File: config.mk
export PLATFORM = sky130hd
export DESIGN_NAME = fetch_queue
export DESIGN_NICKNAME = d
export VERILOG_FILES = /design/src/rtl/fetch_queue.sv
export SDC_FILE = /design/constraint.sdc
export NUM_CORES = 1
export LEC_CHECK = 0
export BUFFER_PORTS_ARGS = -buffer_cell sky130_fd_sc_hd__buf_2
export CORE_MARGIN = 2
export CORE_UTILIZATION = 52
export CTS_CLUSTER_DIAMETER = 150
export DETAILED_ROUTE_END_ITERATION = 10
export PLACE_DENSITY_LB_ADDON = 0.2
export SYNTH_ARGS = -nofsm -noshare
export SYNTH_HDL_FRONTEND = slang
export SYNTH_SLANG_ARGS = --single-unit
File: constraint.sdc
create_clock -name clk -period 2.9 [get_ports clk]
set_clock_uncertainty 0.1 [all_clocks]
set_input_delay 0.29 -clock clk [delete_from_list [all_inputs] [get_ports clk]]
set_output_delay 0.29 -clock clk [all_outputs]
set_load 0.05 [all_outputs]
File: src/rtl/fetch_queue.sv
// RV32I instruction-fetch stage: owns the fetch PC, issues single outstanding
// word reads to instruction memory and buffers {pc, instr} pairs for decode.
module fetch_queue #(
    parameter int          DEPTH    = 4,
    parameter logic [31:0] RESET_PC = 32'h0000_0060
) (
    input  logic        clk,
    input  logic        rst,
    output logic        imem_read,
    output logic [31:0] imem_address,
    input  logic        imem_resp,
    input  logic [31:0] imem_rdata,
    input  logic        redirect,
    input  logic [31:0] redirect_pc,
    output logic        out_valid,
    input  logic        out_ready,
    output logic [31:0] out_pc,
    output logic [31:0] out_instr
);

    localparam int AW = (DEPTH > 1) ? $clog2(DEPTH) : 1;
    localparam int CW = $clog2(DEPTH + 1);
    localparam logic [CW-1:0] FULL = CW'(DEPTH);

    typedef enum logic [1:0] {
        IDLE,
        REQ,
        DRAIN
    } state_t;

    typedef struct packed {
        logic [31:0] pc;
        logic [31:0] instr;
    } entry_t;

    state_t        state, state_n;
    logic [31:0]   fetch_pc, fetch_pc_n;
    logic [31:0]   squash_pc, squash_pc_n;
    logic [31:0]   target_pc;

    entry_t        fifo_mem [DEPTH];
    logic [AW-1:0] head, tail;
    logic [CW-1:0] count;
    logic [CW-1:0] count_push;

    logic          push, pop, pop_req, flush;

    assign target_pc  = {redirect_pc[31:2], 2'b00};
    assign pop_req    = out_valid && out_ready;
    // Occupancy after a push in this cycle, used to decide whether to keep fetching.
    assign count_push = count + CW'(1) - CW'(pop_req);

    always_comb begin
        state_n     = state;
        fetch_pc_n  = fetch_pc;
        squash_pc_n = squash_pc;
        push        = 1'b0;
        flush       = 1'b0;
        case (state)
            IDLE: begin
                if (redirect) begin
                    flush      = 1'b1;
                    fetch_pc_n = target_pc;
                end else if (count < FULL) begin
                    state_n = REQ;
                end
            end
            REQ: begin
                if (redirect) begin
                    flush      = 1'b1;
                    fetch_pc_n = target_pc;
                    if (imem_resp) begin
                        state_n = IDLE;
                    end else begin
                        // Request is still in flight; keep its address on the bus.
                        state_n     = DRAIN;
                        squash_pc_n = fetch_pc;
                    end
                end else if (imem_resp) begin
                    push       = 1'b1;
                    fetch_pc_n = fetch_pc + 32'd4;
                    if (count_push >= FULL) state_n = IDLE;
                end
            end
            DRAIN: begin
                if (redirect) begin
                    flush      = 1'b1;
                    fetch_pc_n = target_pc;
                end
                if (imem_resp) state_n = IDLE;
            end
            default: state_n = IDLE;
        endcase
    end

    assign pop = pop_req && !flush;

    always_ff @(posedge clk) begin
        if (rst) begin
            state     <= IDLE;
            fetch_pc  <= RESET_PC;
            squash_pc <= 32'd0;
            head      <= '0;
            tail      <= '0;
            count     <= '0;
        end else begin
            state     <= state_n;
            fetch_pc  <= fetch_pc_n;
            squash_pc <= squash_pc_n;
            if (flush) begin
                head  <= '0;
                tail  <= '0;
                count <= '0;
            end else begin
                if (push) tail <= tail + AW'(1);
                if (pop)  head <= head + AW'(1);
                count <= count + CW'(push) - CW'(pop);
            end
        end
    end

    always_ff @(posedge clk) begin
        if (push) fifo_mem[tail] <= '{pc: fetch_pc, instr: imem_rdata};
    end

    assign imem_read    = (state == REQ) || (state == DRAIN);
    assign imem_address = (state == DRAIN) ? squash_pc : fetch_pc;

    assign out_valid = (count != '0);
    assign out_pc    = out_valid ? fifo_mem[head].pc    : 32'd0;
    assign out_instr = out_valid ? fifo_mem[head].instr : 32'd0;

endmodule

* After elaboration in Yosys (flattened, before gate mapping)
Memories as Yosys holds them, arrays and structs flattened. A register that Yosys moved wholly into a read port is not among the register bits.
Cells that the tools add are included.
** Operators by class
- Mux-type cells :: 24
- $lt $le $gt $ge :: 2
- Bitwise logic cells :: 1
- Add/sub/neg operators :: 7
- Equality and inequality tests :: 8
- Reductions and logical operators :: 13
** Operators with widths (count)
- 2-to-1 mux 32 bit :: 6
- case mux 32 bit (2 select lines) :: 1
- adder 32 x 3 -> 32 bit (second input constant) :: 1
- 2-to-1 mux 2 bit :: 9
- 2-to-1 mux 1 bit :: 7
- inequality test 2 bit (second input constant) :: 3
- inequality test 3 bit (second input constant) :: 2
- case mux 2 bit (3 select lines) :: 1
- AND reduction 3 bit :: 2
- subtractor 3 x 1 -> 3 bit :: 2
- AND reduction 5 bit :: 1
- adder 2 x 1 -> 2 bit (second input constant) :: 2
- OR reduction 2 bit :: 2
- adder 3 x 1 -> 3 bit :: 1
- adder 3 x 1 -> 3 bit (second input constant) :: 1
- greater-or-equal comparator 3 bit (second input constant) :: 1
- < comparator 3 bit (second input constant) :: 1
- nonzero test 3 bit :: 1
- OR reduction 3 bit :: 1
- equality test 2 x 1 -> 1 bit (second input constant) :: 1
- equality test 2 bit (second input constant) :: 1
- logical AND 1 bit :: 2
- logical NOT 2 bit :: 1
- inequality test 2 x 1 -> 1 bit (second input constant) :: 1
- other kinds (4) :: 4
** Storage, ports and cells
- Output and inout port bits :: 98
- Memories kept :: 1
- Register bits after elaboration :: 73
- Logic and storage cells :: 62
- RAM bits :: 256
** Memories
- fifo_mem :: depth 4, width 64, rd ports 1, clocked after Yosys merged registers in 1, wr ports 1, RTL line 41 : entry_t fifo_mem [DEPTH];

* Depth between registers and ports, before layout
Gate-level depths: netlist of the first run.
- Depth in word-level cells :: 8
- Gate-level depth with buffers :: 11

* Worst setup path before layout of the first run
OpenSTA, ideal clock, no wires.
- Path kind :: register -> register
- Start :: register state[0]
- End :: memory fifo_mem[0][0] (netlist bit), enable pin
- Stages on the path, launching flop included :: 4
- Setup time :: 0.427 ns
- Data required time :: 2.373 ns
- Arrival time :: 2.401 ns
- Setup slack :: -0.028 ns
- Path through :: dfxtp_1 > ha_1 > nor2b_1 > and3_1
** Between the ends
- Word-level cells in the longest chain between the ends :: 4
** RTL lines
- start, declared :: RTL line 36 : state_t state, state_n;
- start signal, assigned :: RTL line 107 : state <= state_n;
- equality test 2 x 1 -> 1 bit :: RTL line 59 : case (state)
- 2-to-1 mux 1 bit :: RTL line 59
- 2-to-1 mux 1 bit :: RTL line 123 : if (push) fifo_mem[tail] <= '{pc: fetch_pc, instr: imem_rdata};
- 2-to-1 mux 1 bit (not written as such) :: RTL line 123
- end, declared :: RTL line 41
Every way passes these cells.

* Final worst setup path of the first run
- Start :: register state[0]
- End :: output port imem_address[8]
** Between the ends
- Word-level cells in the longest chain between the ends :: 2
** RTL lines
- equality test 2 bit :: RTL line 127 : assign imem_address = (state == DRAIN) ? squash_pc : fetch_pc;
- 2-to-1 mux 32 bit :: RTL line 127
- end, declared :: RTL line 10 : output logic [31:0] imem_address,
Every way passes these cells.

==> results of run 1 <==
[flip-flops by register name, summed over array words and instances, names as in the netlist, named ones only]
signal     cells
fifo_mem     248
fetch_pc      30
squash_pc     30
count          3
head           2
state          2
tail           2
[layer usage]
metal,GRT usage (%),vias to the layer above,wire length [um]
met5,0,-,0
met4,7.510,0,795
met3,3.792,53,1837
met2,37.60,311,14740
met1,30.03,4106,12630
li1,-,3878,-
[cell usage after synthesis, types with 14 or more instances]
| master | n |
|---|---|
| a21oi_1 | 57 |
| and2_1 | 67 |
| clkbuf_1 | 37 |
| dfxtp_1 | 71 |
| edfxtp_1 | 248 |
| inv_1 | 14 |
| mux2_2 | 27 |
| mux4_2 | 62 |
| nand2_1 | 98 |
| nand3_1 | 15 |
| nor2_1 | 27 |
| o21ai_0 | 18 |
[timing repair]
action                                  4_1_cts  5_1_grt
hold endpoints to repair                    133        0
setup buffers                                 0        3
endpoints found under the setup margin        0       18
hold buffers                                 37        0
gates resized for setup                       0        1
[final cells by class]
cell class	instances	area (um^2)	share of cell area (%)
Multi-Input combinational cell	507	4198	25.57
Sequential cell	319	8876	54.07
Inverter	14	52.55	0.3201
Clock inverter	15	166.4	1.014
Clock buffer	49	1033	6.295
Tap cell	330	412.9	2.515
Timing Repair Buffer	244	1678	10.22
[final timing paths]
kind	start	endpoint	slack, ns	cells after the start
setup reg to reg	state[0]$_SDFFE_PP0P_	fetch_pc[21]$_SDFFE_PP0P_	0.52	6
hold reg to reg	squash_pc[4]$_SDFFE_PP0P_	squash_pc[4]$_SDFFE_PP0P_	0.35	2
setup / recovery	state[0]$_SDFFE_PP0P_	imem_address[8]	0.18	5
hold / removal	redirect_pc[2]	fetch_pc[2]$_SDFFE_PP0P_	0.009	3
[power groups by stage]
stage | registers [mW] | logic, mW | clock network, mW
2_1_floorplan | 5.32 | 0.858 | 0
3_3_place_gp | 5.31 | 1.27 | 0
3_5_place_dp | 5.32 | 1.29 | 0
4_1_cts | 5.22 | 1.33 | 4.60
5_1_grt | 5.24 | 1.43 | 4.80
6_report | 5.22 | 1.33 | 4.52
[tightest hold or removal path, cell delays in order]
cell,delay (ns)
buf_2,0.12
nand3_1,0.06
a31oi_1,0.09
[kinds of logic (layout without fill, tap and decap cells)]
family	count (synthesis)	count (layout)	share of synthesized area, %
fa+ha+maj	12	12	1.178
xor+xnor	5	5	0.3271
simple gates	271	271	10.78
buf+inv	81	322	2.683
compound gates	124	124	5.898
mux	91	91	12.85
flops	319	319	66.26
other cells	1	4	0.02802
[per-stage QoR]
step,cell area (um^2),setup slack (ns),power [mW],cells
after CTS,16380,0.05909,11.16,1475
after global routing,16420,0.08057,11.46,1478
after detailed placement,14810,0.5094,6.610,1374
after global placement,14810,0.5488,6.584,1374
final,16420,0.1818,11.07,1478
after floorplan,13400,0.3385,6.178,907
==> flow_summary.json, run 1 <==
{
  "status": "finished clean",
  "critical_path_arrival_ns": 2.33,
  "utilization_pct": 65.01,
  "numClockSinks": 319,
  "p_comb_share_pct": 12.0,
  "max_slew.worst_pin.slew_ns": 1.148,
  "synth_top_area_share_pct": 55.64,
  "syn_to_final_growth_pct": 22.65,
  "drv_slew": 0,
  "gp_congestion": 0.8036,
  "cp_top_family": "buffers and inverters",
  "yosysUniqueCellTypes": 68,
  "synth_seq_cells": 319,
  "grt_pass1_wl_mm": 45.84,
  "root_buffer": "clkbuf_16",
  "syn_avg_cell_area_um2": 14.81,
  "start_util_pct": 53.00,
  "coreArea_mm2": 0.02525,
  "final.setup.tns_ns": 0,
  "dieHeight_um": 164.4,
  "drc": 0,
  "final_common_cell": "edfxtp_1",
  "worstSetupEndpointType": "output port",
  "switching_share_pct": 24.83,
  "num_rows": 58,
  "synth_warnings": 0,
  "cts_buffers": 35,
  "cts_tree": "yes",
  "worstPathCellList": "inv_1 > ha_2 > buf_6 > mux2_2 > buf_2",
  "path_class": "flip-flop to output port",
  "fillCellCount": 1853,
  "wl_per_cell_um": 20.30,
  "synth-edff-count": 248,
  "ir_drop_v": 0.0003879,
  "ios": 167,
  "seqPwrFrac_pct": 47.2,
  "nNetsFinal": 1202,
  "clock_latency_ns": 0.52,
  "grt_overflow": 0,
  "p_leak_nw": 5.900,
  "clockPowerShare_pct": 40.8,
  "holdCritPathClass": "input port to flip-flop",
  "hpwlAfterDp_mm": 18.57,
  "finalSetupViolCount": 0,
  "drt_wl_total_mm": 30.00,
  "rsz0062_at_grt": "false",
  "htreeDepth": 2,
  "maxCapViolCount": 0,
  "layout_common_cells": "edfxtp_1 (248), buf_2 (160), nand2_1 (98)",
  "drive_gt1_share_pct": 32.67,
  "vias": 8348,
  "syn-instance-count": 904,
  "clk_pin_slew_ns": 0.06,
  "numPortBuffers": 160,
  "yosysTopAreaCell": "edfxtp_1",
  "ys_seq_area_share_pct": 66.26,
  "grt_pass1_vias": 8330,
  "grt_max_degree": 64,
  "async_flop_share_pct": 0,
  "whs_ns": 0.009086,
  "grt_usage_pct": 22.42,
  "post-route-period-util_pct": 93.73,
  "worstSetupStartpointType": "flip-flop",
  "ys.flop_type": "edfxtp_1",
  "die_width_um": 164.4,
  "fmax_mhz": 367.9,
  "die-area_mm2": 0.02704,
  "netSwitchingPower_mw": 2.749,
  "critPathSlowestCell": "mux2_2",
  "ant_nets": 0,
  "power.density_mw_per_mm2": 674.4,
  "antenna_found_initial": 0,
  "crit_fanout": 25,
  "hold_viol_final": 0,
  "synthTopCellsByArea": "edfxtp_1 (56%), dfxtp_1 (11%), mux4_2 (10%), and2_1 (3.1%), nand2_1 (2.7%)",
  "slew_headroom_pct": 23.14,
  "clock_path_buffers": 3,
  "drtIter0Drc": 684,
  "max_stage_delay_ns": 0.40,
  "post-route-min-period_ns": 2.718,
  "internal_power_mw": 8.322,
  "required_ns": 2.51,
  "viasPerCell": 5.648,
  "worst-path-buf-inv": 3,
  "dr.pass1.iters": 5,
  "syn_area_mm2": 0.01339,
  "num_antenna_cells": 0
}
Note: power is estimated with default switching activity, not from simulation.
==> run 2, diff against run 1 <==
--- a/config.mk
+++ b/config.mk
@@ -5,11 +5,11 @@
 export SDC_FILE = /design/constraint.sdc
 export NUM_CORES = 1
 export LEC_CHECK = 0
-export BUFFER_PORTS_ARGS = -buffer_cell sky130_fd_sc_hd__buf_2
 export CORE_MARGIN = 2
-export CORE_UTILIZATION = 52
+export CORE_UTILIZATION = 55
 export CTS_CLUSTER_DIAMETER = 150
 export DETAILED_ROUTE_END_ITERATION = 10
+export DONT_BUFFER_PORTS = 1
 export PLACE_DENSITY_LB_ADDON = 0.2
 export SYNTH_ARGS = -nofsm -noshare
 export SYNTH_HDL_FRONTEND = slang
==> flow_summary.json, run 2 (synthesis gave the netlist of run 1 again) <==
{
  "root_buffer": "clkbuf_16",
  "drc": 0,
  "path_class": "flip-flop to output port",
  "antenna_found_initial": 2,
  "dieHeight_um": 160.0,
  "grt_pass1_vias": 8126,
  "cts-resized-gates": 0,
  "r2r-end": "count[2]$_SDFF_PP0_",
  "critical_path_arrival_ns": 2.38,
  "worstSetupStartpointType": "flip-flop",
  "clockPowerShare_pct": 40.3,
  "seq_area_mm2": 0.008876,
  "drv_slew": 0,
  "status": "finished clean",
  "ios": 167,
  "seqPwrFrac_pct": 49.0,
  "multi_input_area_mm2": 0.004198,
  "grt_pass1_wl_mm": 44.91,
  "post_cts_buffers": 0,
  "fillCellCount": 1759,
  "final.setup.tns_ns": 0,
  "required_ns": 2.51,
  "cts_tree": "yes",
  "grt_overflow": 0,
  "final_common_cell": "edfxtp_1",
  "clk_pin_slew_ns": 0.06,
  "coreArea_mm2": 0.02411,
  "viasPerCell": 6.008,
  "drt_wl_total_mm": 28.93,
  "die_width_um": 160.0,
  "fmax_mhz": 361.7,
  "numClockSinks": 319,
  "wl_per_cell_um": 21.85,
  "hpwlAfterDp_mm": 17.90,
  "reg2reg_from": "count[1]$_SDFF_PP0_",
  "post-route-min-period_ns": 2.765,
  "drtIter0Drc": 625,
  "die-area_mm2": 0.02560,
  "whs_ns": 0.009083,
  "switching_share_pct": 24.58,
  "top_regs": "fifo_mem (248), fetch_pc (30), squash_pc (30)",
  "r2r_setup_slack_ns": 0.46,
  "grt_max_degree": 66,
  "netSwitchingPower_mw": 2.646,
  "power.density_mw_per_mm2": 688.1,
  "htreeDepth": 2,
  "holdCritPathClass": "input port to flip-flop",
  "drive_gt1_share_pct": 20.22,
  "crit_fanout": 23,
  "p_comb_share_pct": 10.8,
  "layout_common_cells": "edfxtp_1 (248), nand2_1 (98), dfxtp_1 (69)",
  "largest_reg_flops": 248,
  "syn_to_final_growth_pct": 16.91,
  "num_rows": 57,
  "hp-start": "redirect_pc[17]",
  "ff2ff_path_depth": 8,
  "clock_latency_ns": 0.51,
  "nNetsFinal": 1055,
  "rsz0062_at_grt": "false",
  "ant_nets": 0,
  "hold_path_end": "fetch_pc[17]$_SDFFE_PP0P_",
  "post-route-period-util_pct": 95.35,
  "max_slew.worst_pin.slew_ns": 0.9052,
  "numPortBuffers": 0,
  "start_util_pct": 55.53,
  "hold_viol_final": 0,
  "cts_hold_buf": 60,
  "top_register": "fifo_mem",
  "vias": 7955,
  "slew_headroom_pct": 39.39,
  "finalSetupViolCount": 0,
  "ir_drop_v": 0.0003881,
  "grt_usage_pct": 22.73,
  "gp_congestion": 0.8947,
  "cts_buffers": 34,
  "maxCapViolCount": 0,
  "internal_power_mw": 8.121,
  "worstSetupEndpointType": "output port",
  "holdPathStages": 2,
  "dr.pass1.iters": 7,
  "p_leak_nw": 5.140,
  "clock_path_buffers": 3
}
## run 2: changes by cell type in the layout (fill, tap and decap cells not counted), sizes merged
| cell | change |
|---|---|
| buf | -168 |
| bufinv | +2 |
| clkbuf | -8 |
| clkinv | +3 |
| diode | +1 |
| dlygate4sd3 | +22 |
## run 2: power by group through the flow
stage               Combinational (mW)  Clock, mW  Sequential [mW]
floorplan                        0.858          0             5.32
global placement                  1.03          0             5.35
detailed placement                1.05          0             5.37
CTS                               1.16       4.41             5.27
global route                      1.23       4.60             5.30
finish                            1.16       4.33             5.27
## run 2: through the flow
stage,setup WS [ns],std cells,power (mW),util [%],instance area (um^2)
final,0.1350,1324,10.77,64.92,15650
after floorplan,0.3385,907,6.178,-,13400
after CTS,0.06953,1323,10.84,64.91,15650
after global routing,0.01392,1324,11.13,64.92,15650
after detailed placement,0.4875,1202,6.419,57.68,13900
after global placement,0.5658,1202,6.382,57.68,13900
## run 2: final cells by class
class / count / share of cell area [%]
tap: 324 / 2.591
clock buffer: 41 / 5.741
timing repair buffer: 98 / 6.332
sequential: 319 / 56.72
clock inverter: 20 / 1.439
inverter: 14 / 0.3358
antenna: 1 / 0.01599
multi-input combinational: 507 / 26.82
## run 2: worst max-delay path by stage
| stage | startpoint | endpoint | slack [ns] |
|---|---|---|---|
| after global placement | count[2]$_SDFF_PP0_ | count[2]$_SDFF_PP0_ | 0.57 |
| final | flip-flop | out_pc[21] | 0.13 |
| after CTS | flip-flop | out_pc[21] | 0.07 |
| after global routing | flip-flop | out_pc[15] | 0.01 |
| after detailed placement | state[0]$_SDFFE_PP0P_ | fetch_pc[18]$_SDFFE_PP0P_ | 0.49 |
| after floorplan | state[0]$_SDFFE_PP0P_ | imem_address[16] | 0.34 |
## run 2: critical path: stages, from the launching register on
cell and delay (ns):
dfxtp_4 0.65, buf_12 0.29, mux4_2 0.55, and2_1 0.35
## run 2: layer usage
layer | routed length (um) | up-vias | part of all wire, % | global-route usage (%)
li1 | - | 3575 | - | -
met1 | 11750 | 4002 | 41 | 29.90
met2 | 14430 | 319 | 50 | 38.17
met3 | 2056 | 57 | 7.1 | 4.753
met4 | 673 | 2 | 2.3 | 7.658
met5 | 15 | - | 0.052 | 0
==> run 3, diff against run 2 <==
--- a/config.mk
+++ b/config.mk
@@ -5,12 +5,14 @@
 export SDC_FILE = /design/constraint.sdc
 export NUM_CORES = 1
 export LEC_CHECK = 0
+export CELL_PAD_IN_SITES_DETAIL_PLACEMENT = 0
+export CELL_PAD_IN_SITES_GLOBAL_PLACEMENT = 1
 export CORE_MARGIN = 2
-export CORE_UTILIZATION = 55
+export CORE_UTILIZATION = 35
 export CTS_CLUSTER_DIAMETER = 150
 export DETAILED_ROUTE_END_ITERATION = 10
 export DONT_BUFFER_PORTS = 1
-export PLACE_DENSITY_LB_ADDON = 0.2
+export PLACE_DENSITY_LB_ADDON = 0.1
 export SYNTH_ARGS = -nofsm -noshare
 export SYNTH_HDL_FRONTEND = slang
 export SYNTH_SLANG_ARGS = --single-unit
==> flow_summary.json, run 3 (synthesis gave the netlist of run 1 again) <==
{
  "start_util_pct": 35.54,
  "worstSetupStartpointType": "flip-flop",
  "hpwlAfterDp_mm": 21.14,
  "drt_wl_total_mm": 32.84,
  "antenna_found_initial": 0,
  "drv_slew": 0,
  "grt-busiest-layer": "met2",
  "ir_drop_v": 0.0003725,
  "dp.cells": 1393,
  "seqPwrFrac_pct": 47.2,
  "drtIter0Drc": 429,
  "grt_pass1_wl_mm": 49.07,
  "grt_usage_pct": 16.64,
  "dr.pass1.iters": 4,
  "clk_pin_slew_ns": 0.06,
  "ant_nets": 0,
  "use_met3_pct": 4.084,
  "syn_to_final_growth_pct": 20.59,
  "drive_gt1_share_pct": 21.03,
  "path_class": "flip-flop to output port",
  "rsz0062_at_grt": "false",
  "p_comb_share_pct": 11.0,
  "cts_tree": "yes",
  "max_slew.worst_pin.slew_ns": 1.218,
  "numClockSinks": 319,
  "cts_buffers": 37,
  "ios": 167,
  "switching_share_pct": 25.26,
  "viasPerCell": 5.138,
  "wl_per_cell_um": 21.53,
  "holdCritPathClass": "input port to flip-flop",
  "final_cells": 1525,
  "drc": 0,
  "finalSetupViolCount": 0,
  "final.setup.tns_ns": 0,
  "grt_pass1_vias": 8099,
  "clock_latency_ns": 0.54,
  "die-area_mm2": 0.03982,
  "fmax_mhz": 365.1,
  "critical_path_arrival_ns": 2.35,
  "power.density_mw_per_mm2": 691.4,
  "nNetsFinal": 1066,
  "met2_usage_pct": 27.51,
  "numPortBuffers": 0,
  "coreArea_mm2": 0.03767,
  "post-route-min-period_ns": 2.739,
  "clock_path_buffers": 3,
  "num_rows": 71,
  "status": "finished clean",
  "whs_ns": 0.04253,
  "internal_power_mw": 8.341,
  "dieHeight_um": 199.6,
  "gp_congestion": 0.7733,
  "die_width_um": 199.6,
  "vias": 7836,
  "top_regs": "fifo_mem (248), fetch_pc (30), squash_pc (30)",
  "p_leak_nw": 5.243,
  "grt_overflow": 0,
  "post-route-period-util_pct": 94.46,
  "grt_max_degree": 66,
  "layout_common_cells": "edfxtp_1 (248), nand2_1 (98), dfxtp_1 (69)",
  "required_ns": 2.51,
  "netSwitchingPower_mw": 2.818,
  "largest_reg_flops": 248,
  "clockPowerShare_pct": 41.8,
  "top_register": "fifo_mem",
  "worstSetupEndpointType": "output port",
  "slew_headroom_pct": 18.41,
  "root_buffer": "clkbuf_16",
  "grtUsageMet1_pct": 21.47,
  "htreeDepth": 2,
  "crit_fanout": 63,
  "maxCapViolCount": 0,
  "hold_viol_final": 0,
  "final_common_cell": "edfxtp_1"
}
==> run 3: cell types whose count changed in the layout (fill, tap and decap cells not counted), sizes merged <==
cell         before  now
inv              15   14
bufinv            5    4
dlygate4sd3      59   63
clkbuf           41   49
clkinv           12   11
buf              39   43
clkinvlp          2    3
==> run 3: per-layer routing <==
layer | wire length (um) | vias up
met5 | 0 | -
met4 | 708 | 0
met3 | 1980 | 52
met2 | 15830 | 214
met1 | 14320 | 3962
li1 | - | 3608
==> run 3: metrics by stage <==
stage / cell area (um^2) / utilization, % / setup WS [ns] / power [mW]
2_1_floorplan: 13400 / - / 0.3385 / 6.178
3_3_place_gp: 14240 / 37.82 / 0.4672 / 6.462
3_5_place_dp: 14240 / 37.82 / 0.4253 / 6.491
4_1_cts: 16140 / 42.85 / 0.06962 / 11.33
5_1_grt: 16140 / 42.85 / 0.0001996 / 11.61
6_report: 16140 / 42.85 / 0.1607 / 11.16
==> run 3: what timing repair did <==
| action | 4_1_cts | 5_1_grt |
|---|---|---|
| setup buffers | 0 | 0 |
| gates resized for setup | 0 | 0 |
| hold buffers | 64 | 0 |
| endpoints found under the hold margin | 199 | 0 |
==> run 3: cell type report <==
type | count | area (um^2)
fillers | 3489 | 21520
flip-flops and latches | 319 | 8876
multi-input cells | 507 | 4198
repair buffers | 106 | 1136
clock buffers | 49 | 1022
well taps | 511 | 639.4
clock inverters | 18 | 215.2
inverters | 14 | 52.55
diodes | 1 | 2.502
==> run 3: worst max-delay path, stage by stage, from the launching register on <==
cell and delay (ns):
dfxtp_1 0.40, or3_2 0.16, buf_4 0.56, and2_1 0.64
==> run 3: path summary, 6_finish.rpt <==
| kind | startpoint | endpoint | slack, ns | cells after the start |
|---|---|---|---|---|
| setup / recovery | count[2]$_SDFF_PP0_ | out_pc[28] | 0.16 | 3 |
| hold reg to reg | squash_pc[4]$_SDFFE_PP0P_ | squash_pc[4]$_SDFFE_PP0P_ | 0.35 | 2 |
| setup reg to reg | fetch_pc[2]$_SDFFE_PP0P_ | fetch_pc[28]$_SDFFE_PP0P_ | 0.39 | 6 |
| hold / removal | redirect | tail[0]$_SDFFE_PP0P_ | 0.04 | 4 |
==> run 3: power by group through the flow <==
stage | Combinational [mW] | Sequential [mW] | Clock [mW]
after floorplan | 0.858 | 5.32 | 0
after global placement | 1.11 | 5.35 | 0
after detailed placement | 1.13 | 5.36 | 0
after CTS | 1.24 | 5.27 | 4.82
after global routing | 1.32 | 5.29 | 5.00
final | 1.23 | 5.27 | 4.67
